--- config.mk ---
export PLATFORM = sky130hd
export DESIGN_NAME = dmem_arbiter_flat
export DESIGN_NICKNAME = d
export VERILOG_FILES = /design/src/rtl/dmem_arbiter_pkg.sv /design/src/rtl/dmem_arbiter_if.sv /design/src/rtl/dmem_arbiter_rr_arb2.sv /design/src/rtl/dmem_arbiter.sv /design/src/flat_wrapper.sv
export SDC_FILE = /design/constraint.sdc
export NUM_CORES = 1
export LEC_CHECK = 0
export ABC_AREA = 1
export CORE_MARGIN = 1.5
export CORE_UTILIZATION = 40
export DETAILED_ROUTE_END_ITERATION = 10
export GPL_TIMING_DRIVEN = 0
export PLACE_DENSITY = 0.92
export SKIP_CTS_REPAIR_TIMING = 1
export SLEW_MARGIN = 10
export SYNTH_ARGS = -nofsm -noshare
export SYNTH_HDL_FRONTEND = slang
export SYNTH_HIERARCHICAL = 1
export SYNTH_SLANG_ARGS = --single-unit
export TNS_END_PERCENT = 30
--- constraint.sdc ---
create_clock -name clk -period 2.6 [get_ports clk]
set_input_delay 0.52 -clock clk [delete_from_list [all_inputs] [get_ports clk]]
set_output_delay 0.52 -clock clk [all_outputs]
set_load 0.02 [all_outputs]
--- src/rtl/dmem_arbiter_pkg.sv ---
// Shared definitions for the data-memory port arbiter: FSM encodings,
// master indices and counter sizing.
package dmem_arbiter_pkg;

  typedef enum logic [1:0] {
    ST_IDLE  = 2'd0,
    ST_ISSUE = 2'd1,
    ST_WAIT  = 2'd2
  } arb_state_t;

  localparam int M_CPU     = 0;
  localparam int M_LOADER  = 1;
  localparam int N_MASTERS = 2;
  localparam int CNT_W     = 3;

endpackage

--- src/rtl/dmem_arbiter_if.sv ---
// Bundle of both master request/response ports plus the system-bus side.
// The arbiter takes the slave view; the masters/bus model take the master view.
interface dmem_arbiter_if;

  logic        m0_req,    m1_req;
  logic [31:0] m0_addr,   m1_addr;
  logic [31:0] m0_wdata,  m1_wdata;
  logic        m0_wen,    m1_wen;
  logic        m0_ack,    m1_ack;
  logic        m0_rvalid, m1_rvalid;
  logic [31:0] m0_rdata,  m1_rdata;

  logic [31:0] bus_addr;
  logic [31:0] bus_wdata;
  logic        bus_wen;
  logic [31:0] bus_rdata;

  modport slave (
    input  m0_req, m0_addr, m0_wdata, m0_wen,
    input  m1_req, m1_addr, m1_wdata, m1_wen,
    output m0_ack, m0_rvalid, m0_rdata,
    output m1_ack, m1_rvalid, m1_rdata,
    output bus_addr, bus_wdata, bus_wen,
    input  bus_rdata
  );

  modport master (
    output m0_req, m0_addr, m0_wdata, m0_wen,
    output m1_req, m1_addr, m1_wdata, m1_wen,
    input  m0_ack, m0_rvalid, m0_rdata,
    input  m1_ack, m1_rvalid, m1_rdata,
    input  bus_addr, bus_wdata, bus_wen,
    output bus_rdata
  );

endinterface

--- src/rtl/dmem_arbiter_rr_arb2.sv ---
// Two-input round-robin picker: on a tie the master not served last wins.
module rr_arb2
  import dmem_arbiter_pkg::*;
(
  input  logic [1:0] req,
  input  logic       last,
  output logic [1:0] grant
);

  always_comb begin
    grant = req;
    if (req == 2'b11) begin
      grant = '0;
      if (last == 1'(M_LOADER)) grant[M_CPU]    = 1'b1;
      else                      grant[M_LOADER] = 1'b1;
    end
  end

endmodule

--- src/rtl/dmem_arbiter.sv ---
// Serialises CPU and loader accesses onto the single data-side bus port,
// returning read data with a valid strobe after RD_LAT cycles.
module dmem_arbiter
  import dmem_arbiter_pkg::*;
#(
  parameter int RD_LAT = 1
) (
  input  logic           clk,
  input  logic           rst_n,
  dmem_arbiter_if.slave  port
);

  logic [N_MASTERS-1:0] req;
  logic [31:0]          addr  [N_MASTERS];
  logic [31:0]          wdata [N_MASTERS];
  logic [N_MASTERS-1:0] wen;
  logic [N_MASTERS-1:0] grant;
  logic                 gnt_idx;

  arb_state_t           state_reg;
  logic                 owner_reg;
  logic                 last_reg;
  logic [CNT_W-1:0]     cnt_reg;
  logic [N_MASTERS-1:0] ack_reg;
  logic [N_MASTERS-1:0] rvalid_reg;
  logic [31:0]          rdata_reg [N_MASTERS];
  logic [31:0]          bus_addr_reg;
  logic [31:0]          bus_wdata_reg;
  logic                 bus_wen_reg;

  assign req[M_CPU]      = port.m0_req;
  assign req[M_LOADER]   = port.m1_req;
  assign addr[M_CPU]     = port.m0_addr;
  assign addr[M_LOADER]  = port.m1_addr;
  assign wdata[M_CPU]    = port.m0_wdata;
  assign wdata[M_LOADER] = port.m1_wdata;
  assign wen[M_CPU]      = port.m0_wen;
  assign wen[M_LOADER]   = port.m1_wen;

  rr_arb2 u_rr_arb2 (
    .req   (req),
    .last  (last_reg),
    .grant (grant)
  );

  assign gnt_idx = grant[M_LOADER];

  always_ff @(posedge clk) begin
    if (!rst_n) begin
      state_reg     <= ST_IDLE;
      owner_reg     <= 1'b0;
      last_reg      <= 1'b1;
      cnt_reg       <= '0;
      ack_reg       <= '0;
      rvalid_reg    <= '0;
      bus_addr_reg  <= '0;
      bus_wdata_reg <= '0;
      bus_wen_reg   <= 1'b0;
      for (int i = 0; i < N_MASTERS; i++) rdata_reg[i] <= '0;
    end else begin
      // Pulses and bus drive default low; only ISSUE/WAIT hold the bus.
      ack_reg       <= '0;
      rvalid_reg    <= '0;
      bus_addr_reg  <= '0;
      bus_wdata_reg <= '0;
      bus_wen_reg   <= 1'b0;
      case (state_reg)
        ST_IDLE: begin
          if (|req) begin
            owner_reg     <= gnt_idx;
            last_reg      <= gnt_idx;
            ack_reg       <= grant;
            bus_addr_reg  <= addr[gnt_idx];
            bus_wdata_reg <= wdata[gnt_idx];
            bus_wen_reg   <= wen[gnt_idx];
            state_reg     <= ST_ISSUE;
          end
        end
        ST_ISSUE: begin
          // bus_wen_reg is high during ISSUE exactly when this access is a write.
          if (bus_wen_reg) begin
            state_reg <= ST_IDLE;
          end else if (RD_LAT == 0) begin
            rdata_reg[owner_reg]  <= port.bus_rdata;
            rvalid_reg[owner_reg] <= 1'b1;
            state_reg             <= ST_IDLE;
          end else begin
            cnt_reg       <= CNT_W'(RD_LAT);
            bus_addr_reg  <= bus_addr_reg;
            bus_wdata_reg <= bus_wdata_reg;
            state_reg     <= ST_WAIT;
          end
        end
        ST_WAIT: begin
          if (cnt_reg == CNT_W'(1)) begin
            rdata_reg[owner_reg]  <= port.bus_rdata;
            rvalid_reg[owner_reg] <= 1'b1;
            cnt_reg               <= '0;
            state_reg             <= ST_IDLE;
          end else begin
            cnt_reg       <= cnt_reg - CNT_W'(1);
            bus_addr_reg  <= bus_addr_reg;
            bus_wdata_reg <= bus_wdata_reg;
          end
        end
        default: state_reg <= ST_IDLE;
      endcase
    end
  end

  assign port.m0_ack    = ack_reg[M_CPU];
  assign port.m1_ack    = ack_reg[M_LOADER];
  assign port.m0_rvalid = rvalid_reg[M_CPU];
  assign port.m1_rvalid = rvalid_reg[M_LOADER];
  assign port.m0_rdata  = rdata_reg[M_CPU];
  assign port.m1_rdata  = rdata_reg[M_LOADER];
  assign port.bus_addr  = bus_addr_reg;
  assign port.bus_wdata = bus_wdata_reg;
  assign port.bus_wen   = bus_wen_reg;

endmodule

--- src/flat_wrapper.sv ---
// flat-port wrapper written by rule: the top's interface ports become plain ports
module dmem_arbiter_flat import dmem_arbiter_pkg::*;
#(
  parameter int RD_LAT = 1
)
  (clk, rst_n, port_m0_req, port_m0_addr, port_m0_wdata, port_m0_wen, port_m1_req, port_m1_addr, port_m1_wdata, port_m1_wen, port_m0_ack, port_m0_rvalid, port_m0_rdata, port_m1_ack, port_m1_rvalid, port_m1_rdata, port_bus_addr, port_bus_wdata, port_bus_wen, port_bus_rdata);
  dmem_arbiter_if port_i ();
  input  logic clk;
  input  logic rst_n;
  input wire logic [$bits(port_i.m0_req)-1:0] port_m0_req;
  input wire logic [$bits(port_i.m0_addr)-1:0] port_m0_addr;
  input wire logic [$bits(port_i.m0_wdata)-1:0] port_m0_wdata;
  input wire logic [$bits(port_i.m0_wen)-1:0] port_m0_wen;
  input wire logic [$bits(port_i.m1_req)-1:0] port_m1_req;
  input wire logic [$bits(port_i.m1_addr)-1:0] port_m1_addr;
  input wire logic [$bits(port_i.m1_wdata)-1:0] port_m1_wdata;
  input wire logic [$bits(port_i.m1_wen)-1:0] port_m1_wen;
  output wire logic [$bits(port_i.m0_ack)-1:0] port_m0_ack;
  output wire logic [$bits(port_i.m0_rvalid)-1:0] port_m0_rvalid;
  output wire logic [$bits(port_i.m0_rdata)-1:0] port_m0_rdata;
  output wire logic [$bits(port_i.m1_ack)-1:0] port_m1_ack;
  output wire logic [$bits(port_i.m1_rvalid)-1:0] port_m1_rvalid;
  output wire logic [$bits(port_i.m1_rdata)-1:0] port_m1_rdata;
  output wire logic [$bits(port_i.bus_addr)-1:0] port_bus_addr;
  output wire logic [$bits(port_i.bus_wdata)-1:0] port_bus_wdata;
  output wire logic [$bits(port_i.bus_wen)-1:0] port_bus_wen;
  input wire logic [$bits(port_i.bus_rdata)-1:0] port_bus_rdata;
  assign port_i.m0_req = port_m0_req;
  assign port_i.m0_addr = port_m0_addr;
  assign port_i.m0_wdata = port_m0_wdata;
  assign port_i.m0_wen = port_m0_wen;
  assign port_i.m1_req = port_m1_req;
  assign port_i.m1_addr = port_m1_addr;
  assign port_i.m1_wdata = port_m1_wdata;
  assign port_i.m1_wen = port_m1_wen;
  assign port_m0_ack = port_i.m0_ack;
  assign port_m0_rvalid = port_i.m0_rvalid;
  assign port_m0_rdata = port_i.m0_rdata;
  assign port_m1_ack = port_i.m1_ack;
  assign port_m1_rvalid = port_i.m1_rvalid;
  assign port_m1_rdata = port_i.m1_rdata;
  assign port_bus_addr = port_i.bus_addr;
  assign port_bus_wdata = port_i.bus_wdata;
  assign port_bus_wen = port_i.bus_wen;
  assign port_i.bus_rdata = port_bus_rdata;
  dmem_arbiter #(.RD_LAT(RD_LAT)) u_core (.clk(clk), .rst_n(rst_n), .port(port_i));
endmodule
==> impl_metrics.ini <==
[run_status]
status = completed

[clock_tree]
h-tree-depth = 4
cts_tree = yes
clk_latency_ns = 0.41
cts.sinks = 140
cts_made_buffers = 17
cts_root_buffer = clkbuf_16
cts_max_path_buffers = 2
cts.reportedPaths.clkPinSlew_ns = 0.06

[worst_setup_path]
cp.arrival_ns = 2.45
cp_cell_sequence = clkdlybuf4s50_1 > inv_2 > nor3_4 > nand2_2 > buf_2 > nand2_4
cp_slowest_stage_delay_ns = 0.72
cp-end-kind = flip-flop
cp_max_fo = 32
start_kind = input port
path_class = in2reg
r2r_slack_ns = 0.66
crit_slowest_cell = clkdlybuf4s50_1
cp.required_ns = 2.66

[final_layout]
seqCellArea_sq_mm = 0.003443
nets = 1207
fin_area_sq_mm = 0.009652
num-fill-cells = 1066
largest_reg_flops = 64
mostFrequentLayoutCells = nand2_1, clkdlybuf4s50_1, dfxtp_1
final_common_cell = nand2_1
drive_gt1_share_pct = 6.559
syn2layout_area_growth_pct = 65.43
multiInputGateArea_sq_mm = 0.002013
num_antenna_cells = 0

[global_routing]
overflow = 0
first_global_vias = 5515
grt_max_degree = 33
grtUsageTotal_pct = 23.26
antenna_found_initial = 0
grt_pass1_wl_um = 26660

[logic_synthesis]
synthAdderAreaFrac_pct = 0.4289
synth.avg_cell_area_sq_um = 8.081
syn-cell-area_sq_mm = 0.005834
synth_fp_nets = 890
synth_compound_area_share_pct = 6.262
yosysWarningCount = 6
synthXorXnorAreaFrac_pct = 0
synthMuxAreaShare_pct = 0
synthCells = 722
seq_area_frac_synth_pct = 59.02
ys_seq_elements = 140
synth.distinct_cells = 18
synth_top_family_by_area = simple AND/OR/NAND/NOR gates
yosys.area_share.simple_pct = 27.56

[floorplan]
dieWidth_um = 123.8
num_rows = 43
start_util_pct = 41.55
core_area_sq_mm = 0.01404
ios = 299
die_y_um = 123.8
dieArea_sq_mm = 0.01532

[power]
power_mw = 6.198
leakagePower_nw = 4.138
ir_drop_uv = 416.4
power.density_mw_per_mm2 = 642.2

[placed_design]
hpwl_um = 13740
placed_area_sq_mm = 0.009047
gp_congestion = 0.8795
portBuffers = 298

[route]
route.detailed.drc = 0
vias = 5823
detail_route.wl_per_cell_um = 14.77
ant_nets = 0
drt-total-wl_um = 18200
drtIter0Drc = 350
firstDrtPassIters = 5
vias_per_cell = 4.726

[worst_hold_path]
hold_path.class = reg2reg

[sta]
layout_min_cycle_time_ns = 2.396
setup_violations = 0
holdWs_ns = 0.4583
tightest_slew_ns = 0.5356
rsz0062_at_grt = no
hold_violations = 0
finClkSkew_ns = 0.009458
period_share_pct = 92.17
slew_headroom_pct = 64.30
max_freq_ghz = 0.4173
fin_tns_setup_ns = 0
finalMaxSlewViolations = 0

[run]
maxCapViolations = 0
## layout make-up
cell class,count,share of cell area (%)
flip-flops and latches,140,35.68
repair buffers,298,30.90
multi-input cells,494,20.86
clock buffers,24,5.354
well taps,180,2.333
plain buffers,40,2.204
inverters,48,1.867
clock inverters,8,0.8037
## where the power goes
group / switching [mW] / internal (mW) / leakage (nW) / total, mW
Sequential: 0.0705 / 2.45 / 1.28 / 2.52
Combinational: 0.675 / 0.616 / 2.55 / 1.29
Clock: 0.897 / 1.49 / 0.302 / 2.39
## path summary, 6_finish.rpt
| kind | start | depth (start not counted) | end |
|---|---|---|---|
| max reg2reg | u_core/cnt_reg[1] | 7 | u_core/rdata_reg[0][19] |
| min | u_core/port.bus_wdata[28] | 2 | u_core/port.bus_wdata[28] |
| min reg2reg | u_core/port.bus_wdata[28] | 2 | u_core/port.bus_wdata[28] |
| max | rst_n | 6 | u_core/rdata_reg[0][19] |
## Yosys cell counts (all sizes together)
cell type | count | area [sq um]
nand2 | 340 | 1286
ha | 2 | 25.02
buf | 31 | 178.9
o21ai | 2 | 10.01
nor3 | 1 | 16.27
clkbuf | 9 | 33.78
edfxtp | 64 | 1922
nand3 | 6 | 30.03
inv | 48 | 180.2
or2 | 1 | 6.260
dfxtp | 76 | 1521
nor2 | 71 | 269.0
a21oi | 71 | 355.3
## layer usage
metal / part of all wire (%) / vias up / wire (um) / GRT usage, %
li1: - / 2879 / - / -
met1: 38 / 2623 / 6898 / 24.28
met2: 51 / 292 / 9250 / 42.44
met3: 9.3 / 29 / 1690 / 8.013
met4: 2.0 / 0 / 363 / 9.626
met5: 0 / - / 0 / 0
## kinds of logic after synthesis
| group | Yosys count |
|---|---|
| and+or+nand+nor | 419 |
| AOI/OAI and AO/OA | 73 |
| DFF | 140 |
| buffers and inverters | 88 |
| adders and majority gates | 2 |
## worst max-delay path, delay by kind of cell
family                 cells  cell delay [ns]
buffers and inverters      3             1.12
AND/OR/NAND/NOR            3             0.80
## per-stage QoR
step | utilization, % | worst slack (ns) | instances
finish | 68.73 | 0.2036 | 1232
global placement | 64.39 | -0.8114 | 1200
floorplan | - | 0.4541 | 722
CTS | 68.66 | -0.001674 | 1232
detailed placement | 64.43 | -0.4417 | 1200
global route | 68.73 | 0.06172 | 1232
No activity file was read; power rests on OpenSTA's default activity.
